### config.mk
export PLATFORM = sky130hd
export DESIGN_NAME = inv_shift_sub_stage_flat
export DESIGN_NICKNAME = d
export VERILOG_FILES = /design/src/rtl/aes_pkg.sv /design/src/rtl/inv_shift_sub_stage_if.sv /design/src/rtl/inv_sub_bytes.sv /design/src/rtl/inv_shift_sub_stage.sv /design/src/flat_wrapper.sv
export SDC_FILE = /design/constraint.sdc
export NUM_CORES = 1
export LEC_CHECK = 0
export ABC_AREA = 0
export CORE_UTILIZATION = 49
export DETAILED_ROUTE_END_ITERATION = 8
export DONT_BUFFER_PORTS = 1
export PLACE_DENSITY = 0.63
export SLEW_MARGIN = 15
export SYNTH_ARGS = -nofsm -noshare
export SYNTH_HDL_FRONTEND = slang
export SYNTH_SLANG_ARGS = --single-unit
### constraint.sdc
create_clock -name clk -period 1.57 [get_ports clk]
set_input_delay 0.471 -clock clk [delete_from_list [all_inputs] [get_ports clk]]
set_output_delay 0.471 -clock clk [all_outputs]
set_load 0.01 [all_outputs]
### src/rtl/aes_pkg.sv
// rtl/aes_pkg.sv - shared AES constants, state type, byte index helper and inverse S-box
//
// Purpose: common definitions for the AES inverse-cipher datapath blocks.
//   AES_ROWS/AES_COLS : state geometry (4x4 bytes)
//   aes_state_t       : 128-bit state, row r in bits [127-32r : 96-32r],
//                       column 0 is the MSB byte of each row
//   INV_SBOX          : standard AES inverse S-box, indexed by input byte
//   byte_lsb()        : bit offset of the LSB of byte (row, col)
package aes_pkg;

  localparam int AES_ROWS = 4;
  localparam int AES_COLS = 4;

  typedef logic [127:0] aes_state_t;

  localparam logic [7:0] INV_SBOX [256] = '{
    8'h52, 8'h09, 8'h6a, 8'hd5, 8'h30, 8'h36, 8'ha5, 8'h38, 8'hbf, 8'h40, 8'ha3, 8'h9e, 8'h81, 8'hf3, 8'hd7, 8'hfb,
    8'h7c, 8'he3, 8'h39, 8'h82, 8'h9b, 8'h2f, 8'hff, 8'h87, 8'h34, 8'h8e, 8'h43, 8'h44, 8'hc4, 8'hde, 8'he9, 8'hcb,
    8'h54, 8'h7b, 8'h94, 8'h32, 8'ha6, 8'hc2, 8'h23, 8'h3d, 8'hee, 8'h4c, 8'h95, 8'h0b, 8'h42, 8'hfa, 8'hc3, 8'h4e,
    8'h08, 8'h2e, 8'ha1, 8'h66, 8'h28, 8'hd9, 8'h24, 8'hb2, 8'h76, 8'h5b, 8'ha2, 8'h49, 8'h6d, 8'h8b, 8'hd1, 8'h25,
    8'h72, 8'hf8, 8'hf6, 8'h64, 8'h86, 8'h68, 8'h98, 8'h16, 8'hd4, 8'ha4, 8'h5c, 8'hcc, 8'h5d, 8'h65, 8'hb6, 8'h92,
    8'h6c, 8'h70, 8'h48, 8'h50, 8'hfd, 8'hed, 8'hb9, 8'hda, 8'h5e, 8'h15, 8'h46, 8'h57, 8'ha7, 8'h8d, 8'h9d, 8'h84,
    8'h90, 8'hd8, 8'hab, 8'h00, 8'h8c, 8'hbc, 8'hd3, 8'h0a, 8'hf7, 8'he4, 8'h58, 8'h05, 8'hb8, 8'hb3, 8'h45, 8'h06,
    8'hd0, 8'h2c, 8'h1e, 8'h8f, 8'hca, 8'h3f, 8'h0f, 8'h02, 8'hc1, 8'haf, 8'hbd, 8'h03, 8'h01, 8'h13, 8'h8a, 8'h6b,
    8'h3a, 8'h91, 8'h11, 8'h41, 8'h4f, 8'h67, 8'hdc, 8'hea, 8'h97, 8'hf2, 8'hcf, 8'hce, 8'hf0, 8'hb4, 8'he6, 8'h73,
    8'h96, 8'hac, 8'h74, 8'h22, 8'he7, 8'had, 8'h35, 8'h85, 8'he2, 8'hf9, 8'h37, 8'he8, 8'h1c, 8'h75, 8'hdf, 8'h6e,
    8'h47, 8'hf1, 8'h1a, 8'h71, 8'h1d, 8'h29, 8'hc5, 8'h89, 8'h6f, 8'hb7, 8'h62, 8'h0e, 8'haa, 8'h18, 8'hbe, 8'h1b,
    8'hfc, 8'h56, 8'h3e, 8'h4b, 8'hc6, 8'hd2, 8'h79, 8'h20, 8'h9a, 8'hdb, 8'hc0, 8'hfe, 8'h78, 8'hcd, 8'h5a, 8'hf4,
    8'h1f, 8'hdd, 8'ha8, 8'h33, 8'h88, 8'h07, 8'hc7, 8'h31, 8'hb1, 8'h12, 8'h10, 8'h59, 8'h27, 8'h80, 8'hec, 8'h5f,
    8'h60, 8'h51, 8'h7f, 8'ha9, 8'h19, 8'hb5, 8'h4a, 8'h0d, 8'h2d, 8'he5, 8'h7a, 8'h9f, 8'h93, 8'hc9, 8'h9c, 8'hef,
    8'ha0, 8'he0, 8'h3b, 8'h4d, 8'hae, 8'h2a, 8'hf5, 8'hb0, 8'hc8, 8'heb, 8'hbb, 8'h3c, 8'h83, 8'h53, 8'h99, 8'h61,
    8'h17, 8'h2b, 8'h04, 8'h7e, 8'hba, 8'h77, 8'hd6, 8'h26, 8'he1, 8'h69, 8'h14, 8'h63, 8'h55, 8'h21, 8'h0c, 8'h7d
  };

  // Rows are 32-bit words stacked MSB-first; column 0 is the MSB byte of a row.
  function automatic int byte_lsb(input int row, input int col);
    return 120 - 32 * row - 8 * col;
  endfunction

endpackage

### src/rtl/inv_shift_sub_stage_if.sv
// rtl/inv_shift_sub_stage_if.sv - valid/ready stream of AES states with a last sideband
//
// Purpose: one direction of the state stream.
//   valid : state present
//   ready : sink accepts this cycle
//   data  : 128-bit AES state
//   last  : sideband flag travelling with the state
// Modports: master drives valid/data/last, slave drives ready.
interface inv_shift_sub_stage_if;
  import aes_pkg::*;

  logic       valid;
  logic       ready;
  aes_state_t data;
  logic       last;

  modport master (output valid, output data, output last, input ready);
  modport slave  (input valid, input data, input last, output ready);

endinterface

### src/rtl/inv_sub_bytes.sv
// rtl/inv_sub_bytes.sv - combinational InvSubBytes over a 128-bit AES state
//
// Purpose: 16 independent inverse S-box lookups.
//   in_state  : state before substitution
//   out_state : each byte replaced by INV_SBOX[byte]
module inv_sub_bytes
  import aes_pkg::*;
(
  input  aes_state_t in_state,
  output aes_state_t out_state
);

  always_comb begin
    out_state = '0;
    for (int i = 0; i < 16; i++) begin
      out_state[8*i +: 8] = INV_SBOX[in_state[8*i +: 8]];
    end
  end

endmodule

### src/rtl/inv_shift_sub_stage.sv
// rtl/inv_shift_sub_stage.sv - elastic InvShiftRows + InvSubBytes pipeline stage
//
// Purpose: S1 registers InvShiftRows(in) and S2 registers InvSubBytes(S1),
// each with a valid flag; a stage loads when empty or when its successor loads.
// Ports:
//   clk    : clock, rising edge
//   rst    : synchronous active-high reset
//   in_if  : slave stream (valid/ready/data/last) from the previous round step
//   out_if : master stream of transformed states
// Configuration macro AES_INV_SBOX_EN: when defined, the full two-stage pipeline
// (latency 2); when undefined, InvSubBytes and S2 are dropped and the output is
// S1 (InvShiftRows only, latency 1).
module inv_shift_sub_stage
  import aes_pkg::*;
(
  input  logic                          clk,
  input  logic                          rst,
  inv_shift_sub_stage_if.slave          in_if,
  inv_shift_sub_stage_if.master         out_if
);

  aes_state_t isr_data;
  logic       in_xfer;
  logic       load1;

  logic       v1_q, v1_d;
  aes_state_t s1_data_q, s1_data_d;
  logic       s1_last_q, s1_last_d;

  // InvShiftRows: output byte (r, c) comes from input byte (r, c - r mod 4),
  // i.e. each row is rotated right by r bytes.
  always_comb begin
    isr_data = '0;
    for (int r = 0; r < AES_ROWS; r++) begin
      for (int c = 0; c < AES_COLS; c++) begin
        isr_data[byte_lsb(r, c) +: 8] =
          in_if.data[byte_lsb(r, (c + AES_COLS - r) % AES_COLS) +: 8];
      end
    end
  end

`ifdef AES_INV_SBOX_EN
  logic       load2;
  logic       v2_q, v2_d;
  aes_state_t s2_data_q, s2_data_d;
  logic       s2_last_q, s2_last_d;
  aes_state_t isb_data;

  inv_sub_bytes u_inv_sub_bytes (
    .in_state  (s1_data_q),
    .out_state (isb_data)
  );

  // Ready chain: out_ready -> load2 -> load1 -> in_ready.
  assign load2 = !v2_q || out_if.ready;
  assign load1 = !v1_q || load2;

  always_comb begin
    v2_d      = v2_q;
    s2_data_d = s2_data_q;
    s2_last_d = s2_last_q;
    if (load2) begin
      v2_d = v1_q;
      if (v1_q) begin
        s2_data_d = isb_data;
        s2_last_d = s1_last_q;
      end
    end
  end

  always_ff @(posedge clk) begin
    if (rst) begin
      v2_q      <= 1'b0;
      s2_data_q <= '0;
      s2_last_q <= 1'b0;
    end else begin
      v2_q      <= v2_d;
      s2_data_q <= s2_data_d;
      s2_last_q <= s2_last_d;
    end
  end

  assign out_if.valid = v2_q;
  assign out_if.data  = s2_data_q;
  assign out_if.last  = s2_last_q;
`else
  assign load1 = !v1_q || out_if.ready;

  assign out_if.valid = v1_q;
  assign out_if.data  = s1_data_q;
  assign out_if.last  = s1_last_q;
`endif

  assign in_if.ready = load1;
  assign in_xfer     = in_if.valid && load1;

  always_comb begin
    v1_d      = v1_q;
    s1_data_d = s1_data_q;
    s1_last_d = s1_last_q;
    if (load1) begin
      v1_d = in_xfer;
      if (in_xfer) begin
        s1_data_d = isr_data;
        s1_last_d = in_if.last;
      end
    end
  end

  always_ff @(posedge clk) begin
    if (rst) begin
      v1_q      <= 1'b0;
      s1_data_q <= '0;
      s1_last_q <= 1'b0;
    end else begin
      v1_q      <= v1_d;
      s1_data_q <= s1_data_d;
      s1_last_q <= s1_last_d;
    end
  end

endmodule

### src/flat_wrapper.sv
// flat-port wrapper written by rule: the top's interface ports become plain ports
module inv_shift_sub_stage_flat import aes_pkg::*;
  (clk, rst, in_if_valid, in_if_data, in_if_last, in_if_ready, out_if_valid, out_if_data, out_if_last, out_if_ready);
  inv_shift_sub_stage_if in_if_i ();
  inv_shift_sub_stage_if out_if_i ();
  input  logic clk;
  input  logic rst;
  input wire logic [$bits(in_if_i.valid)-1:0] in_if_valid;
  input wire logic [$bits(in_if_i.data)-1:0] in_if_data;
  input wire logic [$bits(in_if_i.last)-1:0] in_if_last;
  output wire logic [$bits(in_if_i.ready)-1:0] in_if_ready;
  output wire logic [$bits(out_if_i.valid)-1:0] out_if_valid;
  output wire logic [$bits(out_if_i.data)-1:0] out_if_data;
  output wire logic [$bits(out_if_i.last)-1:0] out_if_last;
  input wire logic [$bits(out_if_i.ready)-1:0] out_if_ready;
  assign in_if_i.valid = in_if_valid;
  assign in_if_i.data = in_if_data;
  assign in_if_i.last = in_if_last;
  assign in_if_ready = in_if_i.ready;
  assign out_if_valid = out_if_i.valid;
  assign out_if_data = out_if_i.data;
  assign out_if_last = out_if_i.last;
  assign out_if_i.ready = out_if_ready;
  inv_shift_sub_stage u_core (.clk(clk), .rst(rst), .in_if(in_if_i), .out_if(out_if_i));
endmodule
==> results_dict.tcl <==
set metrics [dict create \
    arrival_ps 1040 \
    clkSinkCount 130 \
    hold_viol_final 0 \
    netlist_area_um2 5590 \
    yosysUniqueCellTypes 12 \
    ant_nets 0 \
    ir_drop_v 0.000750 \
    post_cts_buffers 0 \
    die_area_um2 11800 \
    drtIter0Drc 241 \
    overflow 0 \
    tightest_slew_ps 558 \
    drc 0 \
    relSlewSlack 0.628 \
    wirelength_um 12600 \
    num_rows 38 \
    critPathBufInv 0 \
    drive_gt1_frac 0.162 \
    syn_area_per_cell_um2 9.44 \
    cts_resized 0 \
    maxCapViolCount 0 \
    fmax_ghz 0.660 \
    track_usage 0.200 \
    routabilityCongestion 0.784 \
    synth_nets 725 \
    grt_max_degree 260 \
    avgViaCountPerCell 5.85 \
    fin_crit_sh 0.966 \
    wl_per_cell_um 18.2 \
    cp_cell_sequence "nand2b_4" \
    cts.clk_slew.worst_paths_ps 50 \
    status "completed" \
    initial_core_util 0.509 \
    drv_slew 0 \
    grt_pass1_vias 3671 \
    fp.dieW_um 109 \
    io_pins 264 \
    cts_tree "built" \
    worst_setup_path_start_kind "register" \
    rsz0062_at_grt "false" \
    cts-root-buf "clkbuf_16" \
    synth-warning-count 0 \
    final_cell_mix "130 x a21oi_1, 130 x dfxtp_1, 129 x nand3_1, 69 x a21bo_1, 60 x a21bo_2" \
    final.setup.tns_ps 0 \
    cp_slowest_stage_delay_ps 440 \
    path_class "reg -> out" \
    cpLargestDelayFamily "flip-flops" \
    worstPathRequired_ps 1100 \
    synth-seq-cells 130 \
    diodes 0 \
    setup_viol_count_final 0 \
    core_area_um2 11000 \
    synthToLayoutAreaGrowth_pct 7.30 \
    dr_total_vias 4065 \
    p_total_mw 7.62 \
    min_path_type "in -> reg" \
    cts-buffers-inserted 17 \
    crit_fanout 9 \
    die_y_um 109 \
    antenna_found_initial 0 \
    ctsHoldBuffers 0 \
    insertion_delay_ps 410 \
    clk_path_buf_depth 2 \
    drtPass1Iterations 5 \
    nNetsFinal 680 \
    critPathCaptureType "output pin" \
    p_leak_nw 2.25 \
    grt_pass1_wl_um 18200 \
    fin_skew_ps 3.63 \
    port_buffers 0 \
    period_needed_ps 1520 \
    p_per_area_nw_per_um2 1270 \
    cts_max_level 4 \
    ys_seq_area_frac 0.466 \
    dp_hpwl_um 7850 \
    syn_inst 592 \
    crit_slowest_cell "dfxtp_1" \
]
[metrics by stage]
| stage | cells | util | setup slack, ps | area (µm²) | hold slack, ps |
|---|---|---|---|---|---|
| global placement | 668 | 0.500 | 132 | 5490 | 550 |
| CTS | 695 | 0.546 | 27.0 | 6000 | 120 |
| floorplan | 592 | - | 85.7 | 5590 | 592 |
| detailed placement | 668 | 0.500 | 101 | 5490 | 554 |
| finish | 695 | 0.546 | 54.0 | 6000 | 136 |
| global route | 695 | 0.546 | 3.84 | 6000 | 113 |
[per-layer routing]
metal	wire length (µm)	global-route usage	vias to the layer above
li1	-	-	2024
met1	5120	0.228	1833
met2	5950	0.315	180
met3	1150	0.0807	28
met4	402	0.120	0
met5	0	0	-
[logic make-up after synthesis]
logic type      synth area share
compound gates             0.348
buf+inv                   0.0687
flops                      0.466
simple gates               0.118
[power by group]
group | internal [mW] | switching, mW
logic | 0.279 | 0.209
registers | 3.50 | 0.225
clock network | 2.14 | 1.27
[final timing paths]
path                         start                      end  slack, ps  cells past startpoint
min                            rst  u_core.out_if.data[110]        140                      1
max            u_core.out_if.valid              in_if_ready         50                      1
max reg2reg    u_core.out_if.valid   u_core.out_if.data[87]        170                      4
min reg2reg  u_core.out_if.data[1]    u_core.out_if.data[1]        610                      2
[layout make-up]
cell class,count,area (µm²)
repair buffers,8,110
inverters,1,3.75
flip-flops and latches,130,2600
well taps,140,175
fillers,1006,4990
multi-input cells,389,2600
clock buffers,27,503
[state kept, by name (all words and copies together) (netlist names)]
signal	count
u_core.out_if.data	128
u_core.out_if.last	1
u_core.out_if.valid	1
[Yosys cell counts (all sizes together)]
cell type	instances	area [µm²]
a21bo	129	1290
a21oi	130	651
buf	43	272
clkbuf	29	109
dfxtp	130	2600
inv	1	3.75
nand2b	1	13.8
nand3	129	646
No activity file was read; power rests on OpenSTA's default activity.
